### src/rtl/cpu_multicycle.sv
`default_nettype none
// ============================================================================
// Module   : cpu_multicycle
// Purpose  : Multi-cycle fetch/execute CPU. The instruction word is D+1 bits
//            wide and uses the legacy 9-bit encoding in its low bits. The core
//            has eight D-bit registers, a 2*D-bit PC and the flags {C,FL,FG,FE}.
//            ROM and RAM use request/valid handshakes, so either memory may
//            insert any number of wait states.
// Ports    : i_clk, i_rst              clock, synchronous active-high reset
//            o_rom_req/o_rom_addr      instruction fetch request and address
//            i_rom_valid/i_rom_data    fetch response
//            o_ram_req/o_ram_we        data access request; we=1 for STR
//            o_ram_addr/o_ram_data     {R2,R1} address and R0 write data
//            i_ram_valid/i_ram_data    access completion and LDR read data
//            o_halted, o_pc, o_flags   status and debug outputs
// Revision : 1.0 - initial release
// ============================================================================
module cpu_multicycle #(
  parameter int g_DATA_WIDTH = 8,
  parameter int g_ROM_ADDR   = 11,
  parameter int g_RAM_ADDR   = 11
) (
  input  logic                      i_clk,
  input  logic                      i_rst,
  output logic                      o_rom_req,
  output logic [g_ROM_ADDR-1:0]     o_rom_addr,
  input  logic                      i_rom_valid,
  input  logic [g_DATA_WIDTH:0]     i_rom_data,
  output logic                      o_ram_req,
  output logic                      o_ram_we,
  output logic [g_RAM_ADDR-1:0]     o_ram_addr,
  output logic [g_DATA_WIDTH-1:0]   o_ram_data,
  input  logic                      i_ram_valid,
  input  logic [g_DATA_WIDTH-1:0]   i_ram_data,
  output logic                      o_halted,
  output logic [2*g_DATA_WIDTH-1:0] o_pc,
  output logic [3:0]                o_flags
);

  localparam int c_D  = g_DATA_WIDTH;
  localparam int c_I  = g_DATA_WIDTH + 1;
  localparam int c_PW = 2 * g_DATA_WIDTH;

  // Fixed 9-bit encodings; bit 0 clear distinguishes them from LD
  localparam logic [8:0] c_OP_JE  = 9'h008;
  localparam logic [8:0] c_OP_JG  = 9'h018;
  localparam logic [8:0] c_OP_JL  = 9'h028;
  localparam logic [8:0] c_OP_JMP = 9'h038;
  localparam logic [8:0] c_OP_ADD = 9'h048;
  localparam logic [8:0] c_OP_AND = 9'h058;
  localparam logic [8:0] c_OP_OR  = 9'h068;
  localparam logic [8:0] c_OP_NOT = 9'h078;
  localparam logic [8:0] c_OP_XOR = 9'h088;
  localparam logic [8:0] c_OP_LDR = 9'h098;
  localparam logic [8:0] c_OP_STR = 9'h0A8;
  localparam logic [8:0] c_OP_SUB = 9'h0C8;
  localparam logic [8:0] c_OP_ADC = 9'h0D8;
  localparam logic [8:0] c_OP_HLT = 9'h0F8;

  typedef enum logic [1:0] {
    S_FETCH = 2'd0,
    S_EXEC  = 2'd1,
    S_MEM   = 2'd2,
    S_HALT  = 2'd3
  } state_t;

  state_t           state_q;
  state_t           state_d;
  logic [c_PW-1:0]  pc_q;
  logic [c_PW-1:0]  pc_d;
  logic [c_I-1:0]   ir_q;
  logic [c_D-1:0]   regs_q [8];
  logic             c_q;
  logic             fl_q;
  logic             fg_q;
  logic             fe_q;

  logic [c_D-1:0]   w_r0;
  logic [c_D-1:0]   w_r1;
  logic [c_D-1:0]   w_rx;
  logic [c_D-1:0]   w_ry;
  logic [c_D:0]     w_sum;
  logic [c_D:0]     w_sum_c;
  logic [c_D:0]     w_diff;
  logic [c_PW-1:0]  w_pc_inc;
  logic [c_PW-1:0]  w_jmp_tgt;
  logic             w_hi_zero;
  logic             w_is_str;

  logic             w_r0_we;
  logic [c_D-1:0]   w_r0_val;
  logic             w_mov_we;
  logic             w_cmp_we;
  logic             w_c_we;
  logic             w_c_val;

  assign w_r0      = regs_q[0];
  assign w_r1      = regs_q[1];
  assign w_rx      = regs_q[ir_q[8:6]];
  assign w_ry      = regs_q[ir_q[5:3]];
  // One extra bit catches the carry (ADD/ADC) or the borrow (SUB)
  assign w_sum     = {1'b0, w_r0} + {1'b0, w_r1};
  assign w_sum_c   = w_sum + {{c_D{1'b0}}, c_q};
  assign w_diff    = {1'b0, w_r0} - {1'b0, w_r1};
  assign w_pc_inc  = pc_q + {{(c_PW-1){1'b0}}, 1'b1};
  assign w_jmp_tgt = {w_r1, w_r0};
  // Bits above the legacy 9-bit field must be zero for non-LD opcodes
  assign w_hi_zero = ((ir_q >> 9) == '0);
  // Only LDR or STR can be in IR while in MEM, so the low bits are enough
  assign w_is_str  = (ir_q[8:0] == c_OP_STR);

  // Decode of the instruction in IR; used only in EXEC
  always_comb begin
    w_r0_we  = 1'b0;
    w_r0_val = w_r0;
    w_mov_we = 1'b0;
    w_cmp_we = 1'b0;
    w_c_we   = 1'b0;
    w_c_val  = c_q;
    pc_d     = w_pc_inc;
    state_d  = S_FETCH;
    if (ir_q[0]) begin
      w_r0_we  = 1'b1;
      w_r0_val = ir_q[c_I-1:1];
    end else if (w_hi_zero) begin
      if (ir_q[2:0] == 3'b100) begin
        w_mov_we = 1'b1;
      end else if (ir_q[2:0] == 3'b110) begin
        w_cmp_we = 1'b1;
      end else begin
        case (ir_q[8:0])
          c_OP_JE:  if (fe_q) pc_d = w_jmp_tgt;
          c_OP_JG:  if (fg_q) pc_d = w_jmp_tgt;
          c_OP_JL:  if (fl_q) pc_d = w_jmp_tgt;
          c_OP_JMP: pc_d = w_jmp_tgt;
          c_OP_ADD: begin
            w_r0_we  = 1'b1;
            w_r0_val = w_sum[c_D-1:0];
            w_c_we   = 1'b1;
            w_c_val  = w_sum[c_D];
          end
          c_OP_ADC: begin
            w_r0_we  = 1'b1;
            w_r0_val = w_sum_c[c_D-1:0];
            w_c_we   = 1'b1;
            w_c_val  = w_sum_c[c_D];
          end
          c_OP_SUB: begin
            w_r0_we  = 1'b1;
            w_r0_val = w_diff[c_D-1:0];
            w_c_we   = 1'b1;
            w_c_val  = w_diff[c_D];
          end
          c_OP_AND: begin
            w_r0_we  = 1'b1;
            w_r0_val = w_r0 & w_r1;
          end
          c_OP_OR: begin
            w_r0_we  = 1'b1;
            w_r0_val = w_r0 | w_r1;
          end
          c_OP_NOT: begin
            w_r0_we  = 1'b1;
            w_r0_val = ~w_r0;
          end
          c_OP_XOR: begin
            w_r0_we  = 1'b1;
            w_r0_val = w_r0 ^ w_r1;
          end
          // Memory ops and HLT hold the PC; MEM increments it on completion
          c_OP_LDR, c_OP_STR: begin
            pc_d    = pc_q;
            state_d = S_MEM;
          end
          c_OP_HLT: begin
            pc_d    = pc_q;
            state_d = S_HALT;
          end
          default: ;
        endcase
      end
    end
  end

  always_ff @(posedge i_clk) begin
    if (i_rst) begin
      state_q <= S_FETCH;
      pc_q    <= '0;
      ir_q    <= '0;
      c_q     <= 1'b0;
      fl_q    <= 1'b0;
      fg_q    <= 1'b0;
      fe_q    <= 1'b0;
      for (int k = 0; k < 8; k++) begin
        regs_q[k] <= '0;
      end
    end else begin
      case (state_q)
        S_FETCH: begin
          if (i_rom_valid) begin
            ir_q    <= i_rom_data;
            state_q <= S_EXEC;
          end
        end
        S_EXEC: begin
          if (w_r0_we)  regs_q[0] <= w_r0_val;
          if (w_mov_we) regs_q[ir_q[8:6]] <= w_ry;
          if (w_cmp_we) begin
            fe_q <= (w_rx == w_ry);
            fg_q <= (w_rx >  w_ry);
            fl_q <= (w_rx <  w_ry);
          end
          if (w_c_we) c_q <= w_c_val;
          pc_q    <= pc_d;
          state_q <= state_d;
        end
        S_MEM: begin
          if (i_ram_valid) begin
            if (!w_is_str) regs_q[0] <= i_ram_data;
            pc_q    <= w_pc_inc;
            state_q <= S_FETCH;
          end
        end
        S_HALT: ;
        default: state_q <= S_FETCH;
      endcase
    end
  end

  // Handshake and status outputs decode straight from the state register
  assign o_rom_req  = (state_q == S_FETCH);
  assign o_rom_addr = pc_q[g_ROM_ADDR-1:0];
  assign o_ram_req  = (state_q == S_MEM);
  assign o_ram_we   = (state_q == S_MEM) && w_is_str;
  assign o_ram_addr = g_RAM_ADDR'({regs_q[2], regs_q[1]});
  assign o_ram_data = w_r0;
  assign o_halted   = (state_q == S_HALT);
  assign o_pc       = pc_q;
  assign o_flags    = {c_q, fl_q, fg_q, fe_q};

endmodule
`default_nettype wire

### config.mk
export PLATFORM = sky130hd
export DESIGN_NAME = cpu_multicycle
export DESIGN_NICKNAME = d
export VERILOG_FILES = /design/src/rtl/cpu_multicycle.sv
export SDC_FILE = /design/constraint.sdc
export NUM_CORES = 1
export LEC_CHECK = 0
export ABC_AREA = 1
export CAP_MARGIN = 20
export CORE_UTILIZATION = 53
export CTS_BUF_LIST = sky130_fd_sc_hd__clkbuf_4 sky130_fd_sc_hd__clkbuf_8
export CTS_CLUSTER_DIAMETER = 200
export DETAILED_ROUTE_END_ITERATION = 8
export HOLD_SLACK_MARGIN = 0.03
export PLACE_DENSITY = 0.79
export SYNTH_ARGS = -nofsm -noshare
export SYNTH_HDL_FRONTEND = slang
export SYNTH_SLANG_ARGS = --single-unit
### constraint.sdc
create_clock -name i_clk -period 2.78 [get_ports i_clk]
set_clock_uncertainty 0.05 [all_clocks]
set_input_delay 0.278 -clock i_clk [delete_from_list [all_inputs] [get_ports i_clk]]
set_output_delay 0.278 -clock i_clk [all_outputs]
set_load 0.02 [all_outputs]
Word level (Yosys, flattened, before mapping)

Memories as Yosys holds them, arrays and structs flattened. A register that Yosys moved wholly into a read port is not among the register bits.
Index checks and enable logic that the tools add are counted.

Memories: 1
Memory bits (writable): 64
Flip-flop bits (word level): 31
Output and inout port bits: 54
Word-level logic and storage cells: 119

Memories:

| memory | depth | bits a word | read ports | clocked after Yosys merged registers in | write ports | line | source |
|---|---|---|---|---|---|---|---|
| regs_q | 8     | 8           | 5          | 2                                       | 8           | 72   | `logic [c_D-1:0] regs_q [8];` |

Multiplexer cells: 58
Reductions and logical operators: 15
Eq/ne operators: 23
Magnitude comparators: 2
Bitwise gates (word level): 9
Add/sub/neg operators: 4

Operators by type and width:

| operator              | count |
|---|---|
| $mux 16               | 7 |
| $pmux 16 s5           | 1 |
| $pmux 8 s7            | 1 |
| $eq 9x8->1 const B    | 6 |
| $mux 8                | 6 |
| $eq 9x7->1 const B    | 4 |
| $pmux 16 s2           | 1 |
| $mux 1                | 29 |
| $eq 9x6->1 const B    | 2 |
| $add 16x1->16 const B | 1 |
| $mux 3                | 5 |
| $mux 2                | 5 |
| $add 8x8->9           | 1 |
| $add 9x1->9           | 1 |
| $eq 9x4->1 const B    | 1 |
| $eq 9x5->1 const B    | 1 |
| $sub 8x8->9           | 1 |
| $and 8x8->8           | 1 |
| $eq 8x8->1            | 1 |
| $gt 8x8->1            | 1 |
| $lt 8x8->1            | 1 |
| $not 8->8             | 1 |
| $or 8x8->8            | 1 |
| $reduce_or 8->1       | 1 |
| other kinds (21)      | 31 |

Logic depth before layout (Yosys ltp)

Depth in word-level cells: 13
Mapped depth: 20
Depth with buffers taken out: 19

Worst setup path after synthesis

Ideal clock, no wire load.

Path type: flip-flop to flip-flop
Start: mem regs_q[1][0] in the netlist's numbering
End: mem regs_q[0][6] in the netlist's numbering (data pin)
Path buffers: 0
Data arrival time: 2.380 ns
Library setup time: 0.252 ns
Stages on the path, launching flop included: 19
Data required time: 2.478 ns
Clock period less this slack: 2.683 ns
Path slack: 0.097 ns
Cells stage by stage: edfxtp_1 ha_1 inv_1 fa_1 inv_1 ha_1 inv_1 nor2_1 nand3_1 nor2_2 nand3_1 nand3_1 nand2_1 nand2_1 nand2_1 nand2_1 nand2_1 nand2_1 nand2_1

RTL lines:

| element            | line |
|---|---|
| start: declaration | 72 |

Worst setup path after layout

Start: reg ir_q[5]
End: out o_ram_we

Longest elaborated chain between the ends: 2

RTL lines:

| element                  | line | source |
|---|---|---|
| start: declaration       | 71   | `logic [c_I-1:0] ir_q;` |
| start signal: assignment | 201  | `ir_q <= i_rom_data;` |
| $eq 9x8->1               | 110  | `assign w_is_str = (ir_q[8:0] == c_OP_STR);` |
| $logic_and 1x1->1        | 234  | `assign o_ram_we = (state_q == S_MEM) && w_is_str;` |
| end: declaration         | 30   | `output logic o_ram_we,` |

Every way passes these cells.

==> flow_summary_export.csv <==
group,metric,value,unit
status,status,"completed",
global_routing,grt_use_total,0.333,
clocking,clkTransAtPathRegs,0.10,ns
pwr,power,5450,uW
drt,drt_first_pass_iters,5,
sta,timing.final.crit_period,2.59,ns
job,maxCapViolCount,0,
clocking,htreeDepth,3,
critical_path,slowest_stage,"clkdlybuf4s50_1",
floorplanning,initial_core_util,0.553,
drt,first_iter_violations,859,
yosys,syn_nets,1116,
global_routing,antenna_found_initial,0,
clocking,cts_made_buffers,9,
sta,fin_ws,0.188,ns
worst_hold_path,min_path_type,"in -> reg",
drt,met1_length,10200,um
sta,setup_violations,0,
place,dpl.hpwl,17900,um
yosys,synth_top_area_cell,"edfxtp_1",
clocking,cts_root_buffer,"clkbuf_8",
floorplanning,coreArea,13500,um^2
sta,fin_tns_setup,0,ns
floorplanning,boundaryPins,75,
critical_path,crit_required,2.45,ns
yosys,synth_edf_count,64,
drt,routed_via_density,5.86,
yosys,async_flop_share,0,
floorplanning,die_area,14600,um^2
yosys,synth_ff_type,"edfxtp_1",
drt,wl_per_cell,18.1,um
yosys,synthesis.area,7460,um^2
global_routing,grt_pass1_vias,7001,
sta,hold_violations,0,
pwr,power.density,624,nW/um^2
critical_path,crit_arrival,2.26,ns
critical_path,startpoint_type,"flop",
clocking,cts_sinks,101,
place,pre_cts_slack,0.103,ns
drt,vias,7704,
final_layout,fin_cells,1314,
global_routing,grt_pass1_wl,36600,um
clocking,clock_latency,0.40,ns
place,place.port_buffers,74,
critical_path,crit_family,"buffers and inverters",
floorplanning,die_x,121,um
final_layout,antenna_cells,0,
yosys,synth_top_area_frac,0.257,
place,dp.cells,1297,
yosys,syn_avg_cell_area,7.08,um^2
pwr,irDropWorstVdd,0.396,mV
critical_path,path_class,"reg -> out",
sta,min_period_over_period,0.932,
critical_path,slowest_delay,0.61,ns
floorplanning,die_height,121,um
critical_path,cp_num_buf_inv,3,
sta,worst_pin_slew,0.517,ns
drt,met2_length,10400,um
place,gp_congestion,1.02,
critical_path,endpoint_kind,"output pin",
drt,drc,0,
global_routing,grt_max_degree,35,
sta,finalHoldWorstSlack,0.445,ns
sta,maxSlewViolCount,0,
drt,antenna_left,0,
yosys,syn-instance-count,1054,
final_layout,final_layout_size_suffix_gt1_frac,0.104,
yosys,yosys_warnings,0,
yosys,synth_cell_types,45,
yosys,synth_area_leaders,"edfxtp_1, dfxtp_1, nand2_1",
final_layout,nets,1195,
drt,highest_layer,"met4",
sta,relSlewSlack,0.653,
yosys,synth-seq-cells,101,
drt,route.met3.wl,2480,um
floorplanning,num_rows,42,
critical_path,path_cells,"inv_2 > nor3_4 > nand2_1 > inv_1 > nand3_1 > nor2_1 > clkdlybuf4s50_1",
critical_path,path_max_fanout,8,
final_layout,area_growth,17.1,%
clocking,cts_hold_buf,0,
sta,max_freq,386,MHz
drt,wl,23800,um
global_routing,grt_remaining_overflow,0,
pwr,power_leakage,0.00369,uW
yosys,seq_area_frac_synth,0.357,
clocking,cts_buffer_depth,2,
clocking,cts_tree,"built",
registers in the layout, summed over array words and instances (netlist names), named ones only:
name / cells
regs_q: 64
o_pc: 16
ir_q: 9
state_q: 2
c_q: 1
fe_q: 1
fg_q: 1
fl_q: 1
cell usage after synthesis, drive strengths merged, types with 5 or more instances:
cell type,n
nand2,188
nor3,15
a21oi,83
xor2,5
o21ai,147
nor2,160
clkbuf,29
inv,121
o211ai,15
clkinv,7
edfxtp,64
ha,39
buf,32
nand4,8
dfxtp,37
o22ai,9
a31oi,12
nand3,63
per-stage QoR:
step,util,cell area [um^2]
finish,0.647,8740
global route,0.647,8740
CTS,0.643,8690
detailed placement,0.629,8490
global placement,0.629,8490
floorplan,-,7460
what timing repair did:
item,in CTS,in global routing
endpoints found under the setup margin,0,6
resized for setup,0,15
setup buffers,0,1
where the power goes:
| part | switching [uW] | leakage (uW) | internal [uW] |
|---|---|---|---|
| clock network | 579 | 0.000101 | 422 |
| logic | 1620 | 0.00262 | 914 |
| registers | 184 | 0.000965 | 1740 |
cell type report:
type                            count  area, um^2
Clock buffer                        9         124
Clock inverter                      7        71.3
Fill cell                        1220        4760
Inverter                          128         482
Multi-Input combinational cell    764        4020
Sequential cell                   101        2660
Tap cell                          176         220
Timing Repair Buffer              129        1170
per-layer routing:
metal,vias to the layer above,track usage
met2,453,0.508
met3,55,0.0788
met4,0,0.128
li1,3675,-
met5,-,0
met1,3521,0.457
final timing paths:
| kind | from | end | slack (ns) | depth (start not counted) |
|---|---|---|---|---|
| max | ir_q[5]$_SDFFE_PP0P_ | o_ram_we | 0.19 | 7 |
| min | i_rom_data[1] | ir_q[1]$_SDFFE_PP0P_ | 0.44 | 3 |
| max reg2reg | regs_q[1][0]$_SDFFCE_PN0P_ | regs_q[0][1]$_DFFE_PP_ | 0.19 | 13 |
| min reg2reg | o_pc[15]$_SDFFE_PP0P_ | o_pc[15]$_SDFFE_PP0P_ | 0.44 | 2 |
cell usage in the layout, fill, tap and decap left out, types with 2 or more instances in the layout:
cell type        instances
o22ai_1                  9
o211ai_1                14
nor2_2                   8
nor3_1                  13
clkbuf_8                 9
o21ai_0                132
clkinv_2                 2
nand2_4                  3
nand3b_1                 2
nand2_2                  3
a31oi_1                 12
inv_1                  107
a21oi_1                 82
inv_2                   14
o21ai_1                 14
clkdlybuf4s50_1         74
edfxtp_1                64
nand4_1                  8
nor2_1                 149
o21a_1                   4
clkinv_1                 8
ha_1                    38
nor4_1                   4
nand3_1                 57
nor2_4                   2
nand3_2                  5
inv_6                    2
xor2_1                   5
buf_4                   54
dfxtp_1                 36
nand2_1                182
cell families after synthesis:
group                      count (synthesis)  synth area share
and+or+nand+nor                          441             0.255
AOI/OAI and AO/OA                        277             0.200
xor gates and xnor gates                   5           0.00587
adders and majority gates                 41            0.0707
DFF                                      101             0.357
buffers and inverters                    189             0.112
worst reg2reg max path: cells and delay by family (launching register included):
kind / cells / cell delay (ns)
buffers and inverters: 2 / 0.30
AOI/OAI and AO/OA: 3 / 0.32
adders and majority gates: 3 / 0.77
DFF: 1 / 0.45
and+or+nand+nor: 5 / 0.46
Power figures use the tool's default switching activity.
